$ cat config.mk
export PLATFORM = sky130hd
export DESIGN_NAME = analog_ctrl_conditioner
export DESIGN_NICKNAME = d
export VERILOG_FILES = /design/src/rtl/student_analog_pkg.sv /design/src/rtl/gpi_sync.sv /design/src/rtl/analog_ctrl_conditioner.sv
export SDC_FILE = /design/constraint.sdc
export NUM_CORES = 1
export LEC_CHECK = 0
export CAP_MARGIN = 10
export CORE_MARGIN = 2
export CORE_UTILIZATION = 40
export DETAILED_ROUTE_END_ITERATION = 10
export SLEW_MARGIN = 20
export SYNTH_ARGS = -nofsm -noshare
export SYNTH_HDL_FRONTEND = slang
export SYNTH_SLANG_ARGS = --single-unit
$ cat constraint.sdc
create_clock -name clk_in -period 2.8 [get_ports clk_in]
set_clock_uncertainty 0.1 [all_clocks]
set_input_delay 0.56 -clock clk_in [delete_from_list [all_inputs] [get_ports clk_in]]
set_output_delay 0.56 -clock clk_in [all_outputs]
set_load 0.05 [all_outputs]
$ cat src/rtl/student_analog_pkg.sv
// Shared types and constants for the analog control conditioner.
// Imported by the conditioner top and its synchroniser.
package student_analog_pkg;

  typedef enum logic {
    IDLE,
    SETTLE
  } actrl_state_e;

  localparam int ACTRL_WIDTH = 16;
  localparam int ACTRL_CNT_W = 8;

  // Increment that sticks at all-ones instead of wrapping.
  function automatic logic [ACTRL_CNT_W-1:0] sat_inc(
    input logic [ACTRL_CNT_W-1:0] v
  );
    logic [ACTRL_CNT_W-1:0] r;
    r = v;
    if (v != {ACTRL_CNT_W{1'b1}}) begin
      r = v + ACTRL_CNT_W'(1);
    end
    return r;
  endfunction

endpackage

$ cat src/rtl/gpi_sync.sv
// Per-bit multi-flop synchroniser for asynchronous GPI inputs.
// Skew between bits is left for the downstream debounce to absorb.
module gpi_sync
  import student_analog_pkg::*;
#(
  parameter int WIDTH  = ACTRL_WIDTH,
  parameter int STAGES = 2
) (
  input  logic             clk,
  input  logic             rst,
  input  logic [WIDTH-1:0] d,
  output logic [WIDTH-1:0] q
);

  logic [WIDTH-1:0] chain [STAGES];

  // Shift every bit through its own flop chain.
  always_ff @(posedge clk or posedge rst) begin
    if (rst) begin
      for (int i = 0; i < STAGES; i++) begin
        chain[i] <= '0;
      end
    end else begin
      chain[0] <= d;
      for (int i = 1; i < STAGES; i++) begin
        chain[i] <= chain[i-1];
      end
    end
  end

  assign q = chain[STAGES-1];

endmodule

$ cat src/rtl/analog_ctrl_conditioner.sv
// Conditions the raw PMOD GPI word before it reaches the analog block:
// synchronise, whole-word debounce, gated update, settle hold-off.
module analog_ctrl_conditioner
  import student_analog_pkg::*;
#(
  parameter int               WIDTH           = ACTRL_WIDTH,
  parameter int               SYNC_STAGES     = 2,
  parameter int               DEBOUNCE_CYCLES = 16,
  parameter int               SETTLE_CYCLES   = 64,
  parameter logic [WIDTH-1:0] RESET_CTRL      = '0
) (
  input  logic                   clk_in,
  input  logic                   reset_int,
  input  logic [WIDTH-1:0]       pmod_gpi,
  input  logic                   ctrl_en,
  output logic [WIDTH-1:0]       control_o,
  output logic                   ctrl_update,
  output logic                   busy,
  output logic [ACTRL_CNT_W-1:0] update_cnt
);

  localparam int DB_W = $clog2(DEBOUNCE_CYCLES);
  localparam int ST_W = $clog2(SETTLE_CYCLES + 1);

  localparam logic [DB_W-1:0] DB_MAX =
    DB_W'(DEBOUNCE_CYCLES - 1);
  localparam logic [ST_W-1:0] ST_INIT =
    ST_W'(SETTLE_CYCLES - 1);

  logic [WIDTH-1:0] sync_q;
  logic [WIDTH-1:0] cand_q;
  logic [DB_W-1:0]  db_cnt_q;
  logic             stable;

  actrl_state_e     state_q;
  actrl_state_e     state_d;
  logic [ST_W-1:0]  settle_q;
  logic [ST_W-1:0]  settle_d;
  logic [WIDTH-1:0] ctrl_q;
  logic [WIDTH-1:0] ctrl_d;
  logic             upd_q;
  logic             upd_d;
  logic             busy_q;
  logic             busy_d;
  logic [ACTRL_CNT_W-1:0] cnt_q;
  logic [ACTRL_CNT_W-1:0] cnt_d;

  gpi_sync #(
    .WIDTH  (WIDTH),
    .STAGES (SYNC_STAGES)
  ) u_sync (
    .clk (clk_in),
    .rst (reset_int),
    .d   (pmod_gpi),
    .q   (sync_q)
  );

  // Whole-word debounce: any change restarts the stability count.
  always_ff @(posedge clk_in or posedge reset_int) begin
    if (reset_int) begin
      cand_q   <= '0;
      db_cnt_q <= '0;
    end else if (sync_q != cand_q) begin
      cand_q   <= sync_q;
      db_cnt_q <= '0;
    end else if (db_cnt_q != DB_MAX) begin
      db_cnt_q <= db_cnt_q + DB_W'(1);
    end
  end

  assign stable = (db_cnt_q == DB_MAX);

  // Apply/settle state and registered outputs.
  always_ff @(posedge clk_in or posedge reset_int) begin
    if (reset_int) begin
      state_q  <= IDLE;
      settle_q <= '0;
      ctrl_q   <= RESET_CTRL;
      upd_q    <= 1'b0;
      busy_q   <= 1'b0;
      cnt_q    <= '0;
    end else begin
      state_q  <= state_d;
      settle_q <= settle_d;
      ctrl_q   <= ctrl_d;
      upd_q    <= upd_d;
      busy_q   <= busy_d;
      cnt_q    <= cnt_d;
    end
  end

  // Next-state: apply a stable differing word, then hold off.
  always_comb begin
    state_d  = state_q;
    settle_d = settle_q;
    ctrl_d   = ctrl_q;
    upd_d    = 1'b0;
    cnt_d    = cnt_q;
    case (state_q)
      IDLE: begin
        if (stable && ctrl_en &&
            (cand_q != ctrl_q)) begin
          ctrl_d   = cand_q;
          upd_d    = 1'b1;
          cnt_d    = sat_inc(cnt_q);
          settle_d = ST_INIT;
          state_d  = SETTLE;
        end
      end
      SETTLE: begin
        if (settle_q == '0) begin
          state_d = IDLE;
        end else begin
          settle_d = settle_q - ST_W'(1);
        end
      end
      default: begin
        state_d = IDLE;
      end
    endcase
    busy_d = (state_d == SETTLE);
  end

  assign control_o   = ctrl_q;
  assign ctrl_update = upd_q;
  assign busy        = busy_q;
  assign update_cnt  = cnt_q;

endmodule

# Word level (Yosys, flattened, before mapping)
# Index checks and enable logic that the tools add are counted.
totals:
  output_inout_bits: 26
  n_memories: 0
  regBits: 85
  elab_cells: 36
  mem_bits_ro: 0
  latchBits: 0
  mem_bits_rw: 0
classes:
  multipliers: 0
  add_sub_neg: 3
  n_bitwise: 1
  reduce_logical: 7
  div: 0
  shifts: 0
  n_eq_ne: 7
  magnitude_cmp: 0
  mux: 9
ops:
  columns: ["op", "count"]
  rows:
  - ["!= test 16 bit", 2]
  - ["2-to-1 mux 7 bit", 2]
  - ["case mux 7 bit (2 select lines)", 1]
  - ["adder 8 x 1 -> 8 bit, second input constant", 1]
  - ["2-to-1 mux 4 bit", 2]
  - ["!= test 8 bit, second input constant", 1]
  - ["zero test 7 bit", 1]
  - ["subtractor 7 x 1 -> 7 bit, second input constant", 1]
  - ["adder 4 x 1 -> 4 bit, second input constant", 1]
  - ["equality test 4 bit, second input constant", 1]
  - ["!= test 2 bit, second input constant", 2]
  - ["!= test 4 bit, second input constant", 1]
  - ["AND reduction 2 bit", 2]
  - ["2-to-1 mux 1 bit", 3]
  - ["AND reduction 3 bit", 1]
  - ["logical AND 1 bit", 2]
  - ["case mux 1 bit (2 select lines)", 1]
  - ["nonzero test 2 bit", 1]
  - ["inverter 1 bit", 1]

# Longest topological paths before layout
logic_depth:
  word_depth: 5
  depth_mapped: 7
  depth_no_buf: 7

# Cells and area by module
# From an unflattened synthesis, not the netlist that was laid out.
unflattened:
  hier_cells: 256
  area_unflattened_um2: 3540.9
modules_own_cells:
  columns: ["module", "area_each_um2", "instances", "cells_each"]
  rows:
  - ["analog_ctrl_conditioner", 2616.3, 1, 207]
  - ["gpi_sync", 924.6, 1, 49]

# Worst setup path before layout
# No wires, ideal clock.
synth_path:
  path_kind: "flip-flop to flip-flop"
  from: "reg ctrl_q[12] (netlist: control_o[12])"
  to: "reg ctrl_q[10] (netlist: control_o[10])"
  path_buffers: 1
  synth_period_minus_slack_ps: 2183
  setup_ps: 125
  path_stages_with_launch: 7
  setup_slack_ps: 617
  t_arrival_ps: 1958
  cell_sequence: "dfrtp_1 xor2_1 nor4_2 nand4_4 nand2_4 buf_12 mux2_4"
synth_via:
  elab_chain_cells: 3
synth_rtl:
  columns: ["item", "line_no", "text"]
  rows:
  - ["from (decl)", "analog_ctrl_conditioner.sv:39", "logic [WIDTH-1:0] ctrl_q;"]
  - ["from (signal assigned)", "analog_ctrl_conditioner.sv:85", "ctrl_q <= ctrl_d;"]
  - ["!= test 16 bit", "analog_ctrl_conditioner.sv:102", "(cand_q != ctrl_q)) begin"]
  - ["logical AND 1 bit", "analog_ctrl_conditioner.sv:101", "if (stable && ctrl_en &&"]
  - ["AND reduction 2 bit (no source line)", null, null]
# No other way between the ends.
# A chain may end at the register's enable or synchronous reset.

# Worst setup path in the final report
layout_path:
  from: "reg busy_q (netlist: busy)"
  to: "out busy"
layout_lines:
  columns: ["item", "line_no", "text"]
  rows:
  - ["from (decl)", "analog_ctrl_conditioner.sv:43", "logic busy_q;"]
  - ["from (signal assigned)", "analog_ctrl_conditioner.sv:87", "busy_q <= busy_d;"]
  - ["to (decl)", "analog_ctrl_conditioner.sv:18", "output logic busy,"]
# No word-level cell between the ends.

==> results.md <==
- Total Power: 2150 uW
- Clk_lat worst skew: 0.35 ns
- Congestion Overflow GR: 0
- Largest family of logic cells by synthesized area: simple AND/OR/NAND/NOR gates
- Crit path max fanout: 8
- Port bufs: 44
- Post-Syn Area: 3430 sq um
- Post-synth EDFFs: 0
- Post-Synth XOR/XNOR Area: 10.5%
- Final Max Slew Viols: 0
- Core Rows: 33
- Pwr dens: 524 nW/um^2
- Fin. Hold Viols: 0
- Peak supply drop: 0.214 mV
- Setup CP Type: reg -> out
- Post-synth top area share: 62.1%
- Synth Area in Adders: 1.46%
- Worst EP arrival: 1.79 ns
- Final period demand of the worst path: 2.45 ns
- Clock slew at reported path FFs: 0.08 ns
- Primary FF master, synth: dfrtp_1
- Die area: 9320 sq um
- Clk pwr share: 36.1%
- Starting density of the core: 41.5%
- Syn_nets: 264
- Wire length per cell: 13.7 um
- HP Class: reg -> reg
- Clock sinks: 85
- Via Count: 1817
- Data required, critical path: 2.14 ns
- RSZ-0062 raised after global routing: no
- Final net count: 302
- P_leak: 0.00187 uW
- Worst path top cell family by delay: buffers and inverters
- Worst Path Buf+Inv: 1
- Synth warnings: 0
- Fmax: 408 MHz
- Tcrit/Tclk final: 87.5%
- Slowest stage delay, CP: 0.87 ns
- Post-CTS setup buffer count: 0
- Worst rel slew slack: 64.0%
- Status: completed
- Sw Pwr: 477 uW
- Largest net degree at the start of global routing: 86
- Ys async rst share: 100%
- Worst Max-Slew Pin Slew: 0.538 ns
- CP max stage cell: clkdlybuf4s50_1
- Number of antenna diodes: 0
- Drt via density: 4.67
- CTS tree: done
- Area Overhead vs Synth: 19.8%
- Seq/Total Area, Yosys: 62.1%
- First-pass GRT wire length: 8.94 mm
- Yosys top cell by area: dfrtp_1
- Synth area leaders: dfrtp_1 (62%), xor2_1 (8.7%), mux2_4 (5.3%), mux2_2 (2.0%), nor4_4 (1.9%)
- Sw frac: 22.2%
- Clk buf depth: 2
- Startpoint types: flop
- Share of layout cells above drive strength 1: 16.9%
- # Max-Cap Violations: 0
- Pre-Repair DR Iteration Count: 4
- WL final: 5.34 mm
- Mux cell area share after synthesis: 7.52%
- Initial antenna violation count: 0
- Register bit count reported by yosys: 85
- H-tree levels: 3
- Core area: 8260 sq um
- Post-DP HPWL: 3.56 mm
- Internal: 1670 uW
- Worst path cell trace: clkdlybuf4s50_1
- Post-Synthesis Cells: 241
- PostCTS Resize Cnt: 0
- Syn Area/Cell: 14.2 sq um
- Antenna viol nets, final: 0
- Synth Area in Compound Gates: 3.54%
- Simple-gate portion of the synthesized area: 11.5%
- Chip height: 96.6 um
- Library cells used by synthesis: 39
- DP Worst Slack: 0.568 ns
- Placer Congestion: 0.776
- Comb power frac: 4.1%
- Fin Hold WS: 0.250 ns
- # IOs: 45
- CTS Hold Bufs: 0
- Setup TNS: 0 ns
- Die X: 96.6 um
- Worst setup EP type: output pin
- DRC violations left: 0
- Drt initial violations: 57
- Setup-failing EPs final: 0
- Seq pwr share: 59.8%
- GRT Resource Usage Total: 13.3%
- Setup ws final: 0.349 ns
- Clk root buf: clkbuf_8
- Num CTS Buffers: 9
- Vias in the first global route: 1780
-- layout make-up --
class | count | area [sq um]
clock inverter | 3 | 20.0
timing repair buffer | 46 | 468
clock buffer | 13 | 159
sequential | 85 | 2130
inverter | 4 | 18.8
tap | 105 | 131
multi-input combinational | 133 | 1180
fill | 721 | 4150
-- cells by family after synthesis --
logic type | after synthesis
AOI/OAI and AO/OA | 14
xor gates and xnor gates | 41
adders and majority gates | 4
buffers and inverters | 23
DFF | 85
muxes | 19
and+or+nand+nor | 55
-- sequential cells by signal (all words and copies together), names as in the netlist --
| name | flops |
|---|---|
| settle_q | 7 |
| busy | 1 |
| db_cnt_q | 4 |
| u_sync.q | 16 |
| u_sync.chain | 16 |
| update_cnt | 8 |
| ctrl_update | 1 |
| control_o | 16 |
| cand_q | 16 |
-- final timing paths --
kind,startpoint,end,slack [ns],depth (start not counted)
max reg2reg,control_o[12],control_o[15],0.58,5
min reg2reg,u_sync.chain[29],u_sync.q[13],0.25,0
max in group asynchronous,reset_int,cand_q[9],1.67,3
min,u_sync.chain[29],u_sync.q[13],0.25,0
max,busy,busy,0.35,1
min in group asynchronous,reset_int,ctrl_update,0.55,3
-- synth_stat cells (2+ instances only) --
master / count
dfrtp_1: 85
nor3b_1: 2
ha_1: 4
xor2_1: 34
mux2_2: 6
nor2b_1: 2
mux2_4: 12
and3_1: 3
a21oi_1: 2
clkbuf_1: 16
nor2_1: 12
nor4_4: 3
buf_6: 2
inv_1: 4
xnor2_1: 7
a31oi_1: 2
nor4_1: 4
nand4_1: 5
nand3_1: 6
nor3_1: 6
a22oi_1: 3
nand2_1: 4
-- routing by layer --
layer | share of wire, % | up-vias | global-route usage, % | routed length [um]
met4 | 1.8 | 0 | 5.99 | 94
met5 | 0 | - | 0 | 0
met3 | 5.4 | 7 | 5.51 | 289
met2 | 45 | 38 | 19.1 | 2420
met1 | 47 | 881 | 17.7 | 2530
li1 | - | 891 | - | -
-- power by group through the flow --
stage / registers (uW) / logic (uW) / clock network (uW)
floorplan: 1310 / 56.1 / 0
global placement: 1310 / 90.4 / 0
detailed placement: 1310 / 90.0 / 0
CTS: 1290 / 90.8 / 814
global route: 1290 / 98.4 / 868
finish: 1290 / 87.3 / 777
-- per-stage QoR --
step           area [sq um]  std cells  util (%)
2_1_floorplan          3430        241         -
3_3_place_gp           3930        373      47.6
4_1_cts                4110        389      49.7
5_1_grt                4110        389      49.7
3_5_place_dp           3930        373      47.6
6_report               4110        389      49.7
-- layout by cell type (no fill, tap or decap), drive strengths merged, types with 3 or more instances in the layout --
| cell type | instances |
|---|---|
| nor4 | 8 |
| clkinvlp | 3 |
| xnor2 | 7 |
| ha | 4 |
| dfrtp | 85 |
| nor3 | 6 |
| nor3b | 4 |
| nor2 | 12 |
| nand4 | 6 |
| clkdlybuf4s50 | 44 |
| mux2 | 18 |
| a22oi | 3 |
| clkbuf | 13 |
| nand2 | 5 |
| nand3 | 7 |
| xor2 | 34 |
| inv | 3 |
| and3 | 3 |
Power figures use the tool's default switching activity.
